[src/rtl/mem_stage_lsu.sv]
// mem_stage_lsu: load/store stage between EX and the shared data memory.
// Accepts one instruction at a time from EX, issues at most one memory access,
// and returns a single write-back beat (with error flags) before accepting again.
module mem_stage_lsu #(
   parameter int TIMEOUT = 16,
   parameter int ADDR_W  = 32
) (
   input  logic              clk,
   input  logic              reset,
   // EX side
   input  logic              i_ex_valid,
   output logic              o_ex_ready,
   input  logic              i_ex_load,
   input  logic              i_ex_store,
   input  logic [2:0]        i_ex_funct3,
   input  logic [ADDR_W-1:0] i_ex_addr,
   input  logic [31:0]       i_ex_wdata,
   input  logic [4:0]        i_ex_rd,
   input  logic              i_ex_regwrite,
   // memory side
   output logic [1:0]        o_mem_ctrl,
   output logic [ADDR_W-1:0] o_mem_addr,
   output logic [3:0]        o_mem_be,
   output logic [31:0]       o_mem_wdata,
   input  logic [31:0]       i_mem_rdata,
   input  logic              i_mem_ack,
   // write-back side
   output logic              o_wb_valid,
   output logic              o_wb_write,
   output logic [4:0]        o_wb_rd,
   output logic [31:0]       o_wb_data,
   output logic              o_err_misalign,
   output logic              o_err_timeout
);

   localparam int CNT_W = $clog2(TIMEOUT + 1);

   typedef enum logic [1:0] {
      S_IDLE   = 2'd0,
      S_ACCESS = 2'd1,
      S_DONE   = 2'd2
   } state_t;

   state_t            r_state;
   logic [CNT_W-1:0]  r_cnt;
   logic [4:0]        r_rd;
   logic              r_regwrite;
   logic              r_is_store;
   logic [2:0]        r_funct3;
   logic [1:0]        r_lane;
   logic [1:0]        r_mem_ctrl;
   logic [ADDR_W-1:0] r_mem_addr;
   logic [3:0]        r_mem_be;
   logic [31:0]       r_mem_wdata;
   logic              r_wb_valid;
   logic              r_wb_write;
   logic [31:0]       r_wb_data;
   logic              r_err_misalign;
   logic              r_err_timeout;

   logic              w_accept;
   logic              w_is_mem;
   logic [1:0]        w_size;
   logic              w_misalign;
   logic [3:0]        w_be;
   logic [31:0]       w_wdata;
   logic [7:0]        w_rd_byte [4];
   logic [7:0]        w_sel_byte;
   logic [15:0]       w_sel_half;
   logic [31:0]       w_load_data;

   assign o_ex_ready = (r_state == S_IDLE) && !reset;
   assign w_accept   = i_ex_valid && o_ex_ready;
   // A load+store combination is treated as a store; either flag makes it a memory op.
   assign w_is_mem   = i_ex_load || i_ex_store;
   // funct3[1:0]: 00 byte, 01 half, 1x word.
   assign w_size     = i_ex_funct3[1:0];
   assign w_misalign = ((w_size == 2'b01) && i_ex_addr[0]) ||
                       (w_size[1] && (i_ex_addr[1:0] != 2'b00));

   // Split the read word into byte lanes (little-endian).
   generate
      for (genvar gi = 0; gi < 4; gi++) begin : g_lane
         assign w_rd_byte[gi] = i_mem_rdata[8*gi +: 8];
      end
   endgenerate

   assign w_sel_byte = w_rd_byte[r_lane];
   assign w_sel_half = r_lane[1] ? i_mem_rdata[31:16] : i_mem_rdata[15:0];

   // Store byte enables and lane-replicated store data for the incoming instruction.
   always_comb begin
      w_be    = 4'b0000;
      w_wdata = 32'h0;
      case (w_size)
         2'b00: begin
            w_be    = 4'b0001 << i_ex_addr[1:0];
            w_wdata = {4{i_ex_wdata[7:0]}};
         end
         2'b01: begin
            w_be    = 4'b0011 << i_ex_addr[1:0];
            w_wdata = {2{i_ex_wdata[15:0]}};
         end
         default: begin
            w_be    = 4'b1111;
            w_wdata = i_ex_wdata;
         end
      endcase
   end

   // Align and zero/sign-extend the returned word for the latched load type.
   always_comb begin
      w_load_data = i_mem_rdata;
      case (r_funct3)
         3'b000:  w_load_data = {{24{w_sel_byte[7]}}, w_sel_byte};
         3'b100:  w_load_data = {24'h0, w_sel_byte};
         3'b001:  w_load_data = {{16{w_sel_half[15]}}, w_sel_half};
         3'b101:  w_load_data = {16'h0, w_sel_half};
         default: w_load_data = i_mem_rdata;
      endcase
   end

   // Control FSM with all memory and write-back outputs registered.
   always_ff @(posedge clk) begin
      if (reset) begin
         r_state        <= S_IDLE;
         r_cnt          <= '0;
         r_rd           <= '0;
         r_regwrite     <= 1'b0;
         r_is_store     <= 1'b0;
         r_funct3       <= '0;
         r_lane         <= '0;
         r_mem_ctrl     <= 2'b00;
         r_mem_addr     <= '0;
         r_mem_be       <= '0;
         r_mem_wdata    <= '0;
         r_wb_valid     <= 1'b0;
         r_wb_write     <= 1'b0;
         r_wb_data      <= '0;
         r_err_misalign <= 1'b0;
         r_err_timeout  <= 1'b0;
      end else begin
         case (r_state)
            S_IDLE: begin
               if (w_accept) begin
                  r_rd       <= i_ex_rd;
                  r_regwrite <= i_ex_regwrite;
                  r_is_store <= i_ex_store;
                  r_funct3   <= i_ex_funct3;
                  r_lane     <= i_ex_addr[1:0];
                  if (!w_is_mem) begin
                     r_state    <= S_DONE;
                     r_wb_valid <= 1'b1;
                     r_wb_write <= i_ex_regwrite && (i_ex_rd != 5'd0);
                     r_wb_data  <= 32'(i_ex_addr);
                  end else if (w_misalign) begin
                     // Misaligned: report immediately, never touch memory.
                     r_state        <= S_DONE;
                     r_wb_valid     <= 1'b1;
                     r_wb_write     <= 1'b0;
                     r_wb_data      <= 32'h0;
                     r_err_misalign <= 1'b1;
                  end else begin
                     r_state     <= S_ACCESS;
                     r_cnt       <= '0;
                     r_mem_ctrl  <= i_ex_store ? 2'b01 : 2'b10;
                     r_mem_addr  <= {i_ex_addr[ADDR_W-1:2], 2'b00};
                     r_mem_be    <= i_ex_store ? w_be : 4'b0000;
                     r_mem_wdata <= i_ex_store ? w_wdata : 32'h0;
                  end
               end
            end
            S_ACCESS: begin
               // Ack is checked first so it wins over a simultaneous timeout.
               if (i_mem_ack) begin
                  r_state    <= S_DONE;
                  r_mem_ctrl <= 2'b00;
                  r_wb_valid <= 1'b1;
                  r_wb_write <= !r_is_store && r_regwrite && (r_rd != 5'd0);
                  r_wb_data  <= r_is_store ? 32'h0 : w_load_data;
               end else if (r_cnt == CNT_W'(TIMEOUT - 1)) begin
                  r_state       <= S_DONE;
                  r_mem_ctrl    <= 2'b00;
                  r_wb_valid    <= 1'b1;
                  r_wb_write    <= 1'b0;
                  r_wb_data     <= 32'h0;
                  r_err_timeout <= 1'b1;
               end else begin
                  r_cnt <= r_cnt + 1'b1;
               end
            end
            S_DONE: begin
               r_state        <= S_IDLE;
               r_wb_valid     <= 1'b0;
               r_wb_write     <= 1'b0;
               r_err_misalign <= 1'b0;
               r_err_timeout  <= 1'b0;
            end
            default: begin
               r_state    <= S_IDLE;
               r_mem_ctrl <= 2'b00;
               r_wb_valid <= 1'b0;
            end
         endcase
      end
   end

   assign o_mem_ctrl     = r_mem_ctrl;
   assign o_mem_addr     = r_mem_addr;
   assign o_mem_be       = r_mem_be;
   assign o_mem_wdata    = r_mem_wdata;
   assign o_wb_valid     = r_wb_valid;
   assign o_wb_write     = r_wb_write;
   assign o_wb_rd        = r_rd;
   assign o_wb_data      = r_wb_data;
   assign o_err_misalign = r_err_misalign;
   assign o_err_timeout  = r_err_timeout;

endmodule

[config.mk]
export PLATFORM = sky130hd
export DESIGN_NAME = mem_stage_lsu
export DESIGN_NICKNAME = d
export VERILOG_FILES = /design/src/rtl/mem_stage_lsu.sv
export SDC_FILE = /design/constraint.sdc
export NUM_CORES = 1
export LEC_CHECK = 0
export BUFFER_PORTS_ARGS = -buffer_cell sky130_fd_sc_hd__buf_2
export CAP_MARGIN = 10
export CORE_ASPECT_RATIO = 1.1
export CORE_MARGIN = 8
export CORE_UTILIZATION = 45
export CTS_CLUSTER_SIZE = 12
export DETAILED_ROUTE_END_ITERATION = 6
export PLACE_DENSITY = 0.79
export SETUP_SLACK_MARGIN = 0.5
export SKIP_CTS_REPAIR_TIMING = 1
export SYNTH_ARGS = -nofsm -noshare
export SYNTH_HDL_FRONTEND = slang
export SYNTH_SLANG_ARGS = --single-unit
[constraint.sdc]
create_clock -name clk -period 2 [get_ports clk]
set_input_delay 0.4 -clock clk [delete_from_list [all_inputs] [get_ports clk]]
set_output_delay 0.4 -clock clk [all_outputs]
set_load 0.005 [all_outputs]
==> results.toml <==
[synthesis]
yosys_register_bits = 123
synth_flop_cell = "dfxtp_1"
ys_seq_area_share_pct = 40.3
netlist_area_mm2 = 0.00611
async_flop_share_pct = 0
synth.distinct_cells = 53
postSynthAreaPerCell_um2 = 8.26
syn_inst = 740
synth_edf_count = 0
yosys_warnings = 0

[worst_setup_path]
path_class = "flip-flop to flip-flop"
required_ns = 2.31
critPathLaunchType = "flip-flop"
path_cells = "ha_4, and3_4, ha_4, nor3b_2, buf_4, a211oi_4, buf_4, buf_6, a21oi_1, a311oi_1"
crit_family = "compound AO/OA/AOI/OAI gates"
worst-path-buf-inv = 3
crit_fanout = 5
cpPeakStageDelay_ns = 0.36
crit_slowest_cell = "dfxtp_2"
cp-end-kind = "flip-flop"
cp.arrival_ns = 2.28

[grt]
grt.total_usage_pct = 23.6
grt_max_degree = 52
met3_usage_pct = 8.88
grt_pass1_vias = 6349
busiest_layer = "met2"
grtUsageMet1_pct = 27.4
antenna_found_initial = 2
gr-usage-met2_pct = 37.8
overflow = 0
grt_pass1_wl_um = 33700

[final_layout]
fin_cells = 1147
nets = 1091
final_core_util_pct = 69.4
drive_above_1_share_pct = 48.5
area_growth_pct = 50.0
final_area_mm2 = 0.00917

[timing]
finalSetupTns_ns = 0
rsz0062_at_grt = "true"
slew_viol_final = 0
hold_ws_ns = 0.182
setup_viol = 0
min_period_ns = 1.96
skew_ns = 0.00450
min_period_over_period_pct = 98.1
worst_pin_slew_ns = 0.567
finalHoldViolations = 0
slew_headroom_pct = 62.2
fin_ws_ns = 0.0376
max_freq_mhz = 510

[routing]
drc = 0
dr.pass1.iters = 5
drt_iter0_drc = 628
drt-total-wl_um = 24800
drtAntennaViolNets = 0
wl_per_cell_um = 21.6
viasPerCell = 5.97
via_count = 6851

[placement]
globalplace.congestion = 0.902
io_buffers = 220
pre_cts_slack_ns = 0.0685
hpwl_um = 15800
placed_area_mm2 = 0.00755
placed_cells = 1087

[power]
p_int_mw = 6.67
power.share.clock_pct = 27.7
p_total_mw = 10.4
leakagePower_nw = 3.76
peakVddDrop_mv = 0.551
power.density_mw_per_mm2 = 1140
switchingPower_mw = 3.74
swShare_pct = 35.9
seq_power_share_pct = 31.4
pwr-share-comb_pct = 40.9

[clocking]
clock_sinks = 123
cts_buffer_depth = 2
h-tree-depth = 4
path_clk_slew_ns = 0.05
cts_tree = "yes"
root_buffer = "clkbuf_16"
cts_buffers = 17
clk_latency_ns = 0.41

[floorplanning]
dieHeight_um = 138
io_pins = 223
initial_core_util_pct = 46.3
rows = 44
fp.dieArea_mm2 = 0.0176
die_x_um = 127
core_area_mm2 = 0.0132

[run_status]
status = "complete, no violations"

[worst_hold_path]
hold_path_class = "input port to flip-flop"

[run]
drv_cap = 0
## cells in the final DEF (no fill, tap or decap), types with 4 or more instances in the layout
| cell | instances |
|---|---|
| a211oi_2 | 4 |
| a21oi_1 | 65 |
| a21oi_2 | 48 |
| a22o_1 | 7 |
| a22oi_1 | 18 |
| a311oi_1 | 31 |
| buf_12 | 9 |
| buf_2 | 219 |
| buf_4 | 37 |
| buf_6 | 8 |
| clkbuf_16 | 26 |
| clkbuf_8 | 5 |
| clkinv_2 | 4 |
| dfxtp_1 | 119 |
| ha_4 | 4 |
| inv_1 | 6 |
| mux2_2 | 31 |
| mux2i_1 | 8 |
| nand2_1 | 119 |
| nand2_2 | 8 |
| nand2_4 | 14 |
| nand2b_1 | 17 |
| nand3_1 | 4 |
| nand3_2 | 16 |
| nand3_4 | 17 |
| nand3b_1 | 12 |
| nor2_1 | 21 |
| nor2b_1 | 4 |
| nor3b_1 | 7 |
| o2111ai_1 | 8 |
| o211ai_1 | 5 |
| o21a_1 | 5 |
| o21ai_0 | 15 |
| o31ai_1 | 5 |
| or4_1 | 5 |
## worst reg2reg max path, delay by kind of cell (launching register included)
family / cells / cell delay (ns)
compound gates: 3 / 0.56
flops: 1 / 0.36
buf+inv: 3 / 0.43
fa+ha+maj: 2 / 0.29
simple gates: 2 / 0.24
## metal layers
metal,part of all wire [%],vias to the layer above
li1,-,3154
met1,38,3228
met2,47,399
met3,10,68
met4,3.9,2
met5,0.040,-
## final cells by class
type                       count  area, um^2
antenna                        1        2.50
clock buffer                  24         523
clock inverter                 6        35.0
fill                         995        4050
inverter                       8        35.0
multi-input combinational    540        4010
sequential                   123        2470
tap                          161         201
timing repair buffer         284        1890
## sequential cells by signal, indices dropped and copies added (netlist names), 2 cells and up
name,cells
o_mem_addr,30
r_lane,2
r_funct3,3
o_wb_rd,5
r_state,2
o_mem_be,4
o_wb_data,32
o_mem_wdata,32
r_cnt,5
o_mem_ctrl,2
## power groups by stage
stage          clock network [mW]  logic, mW  registers (mW)
2_1_floorplan                   0       2.24            3.30
3_3_place_gp                    0       3.55            3.29
3_5_place_dp                    0       3.62            3.29
4_1_cts                      2.91       3.64            3.25
5_1_grt                      3.02       4.57            3.32
6_report                     2.88       4.26            3.27
## kinds of logic after synthesis
| logic type | after synthesis | share of synthesized area (%) |
|---|---|---|
| xor gates and xnor gates | 1 | 0.143 |
| buffers and inverters | 79 | 6.22 |
| DFF | 123 | 40.3 |
| adders and majority gates | 6 | 1.23 |
| AOI/OAI and AO/OA | 226 | 23.9 |
| other | 1 | 0.0614 |
| muxes | 41 | 7.58 |
| and+or+nand+nor | 263 | 20.6 |
## path summary, 6_finish.rpt
| path | startpoint | endpoint | slack [ns] | depth (start not counted) |
|---|---|---|---|---|
| setup / recovery | r_cnt[1] | o_wb_data[5] | 0.04 | 10 |
| hold / removal | i_ex_regwrite | r_regwrite | 0.18 | 3 |
| setup reg to reg | r_cnt[1] | o_wb_data[5] | 0.04 | 10 |
| hold reg to reg | o_mem_wdata[0] | o_mem_wdata[0] | 0.45 | 2 |
## synthesized netlist by cell type, drive strengths merged (2+ instances only)
master	number	share of area, %
nor2	21	1.3
o31ai	5	0.61
o21ai	17	1.6
nor2b	4	0.41
o211ai	5	0.61
a31oi	3	0.31
buf	43	4.0
clkbuf	28	1.7
nand2	141	8.7
and3b	2	0.29
inv	8	0.49
mux2i	8	1.3
dfxtp	123	40
o2111ai	8	1.1
nand3	37	3.1
and3	3	0.31
nor3	5	0.68
a22o	7	1.0
nand3b	12	1.5
ha	6	1.2
nand2b	17	1.7
a211oi	8	1.1
a22oi	18	2.2
a21oi	113	9.3
nor3b	8	0.98
o21a	5	0.61
mux2	32	5.9
or4	6	0.74
a311oi	31	4.4
nand4	2	0.20
No activity file was read; power rests on OpenSTA's default activity.
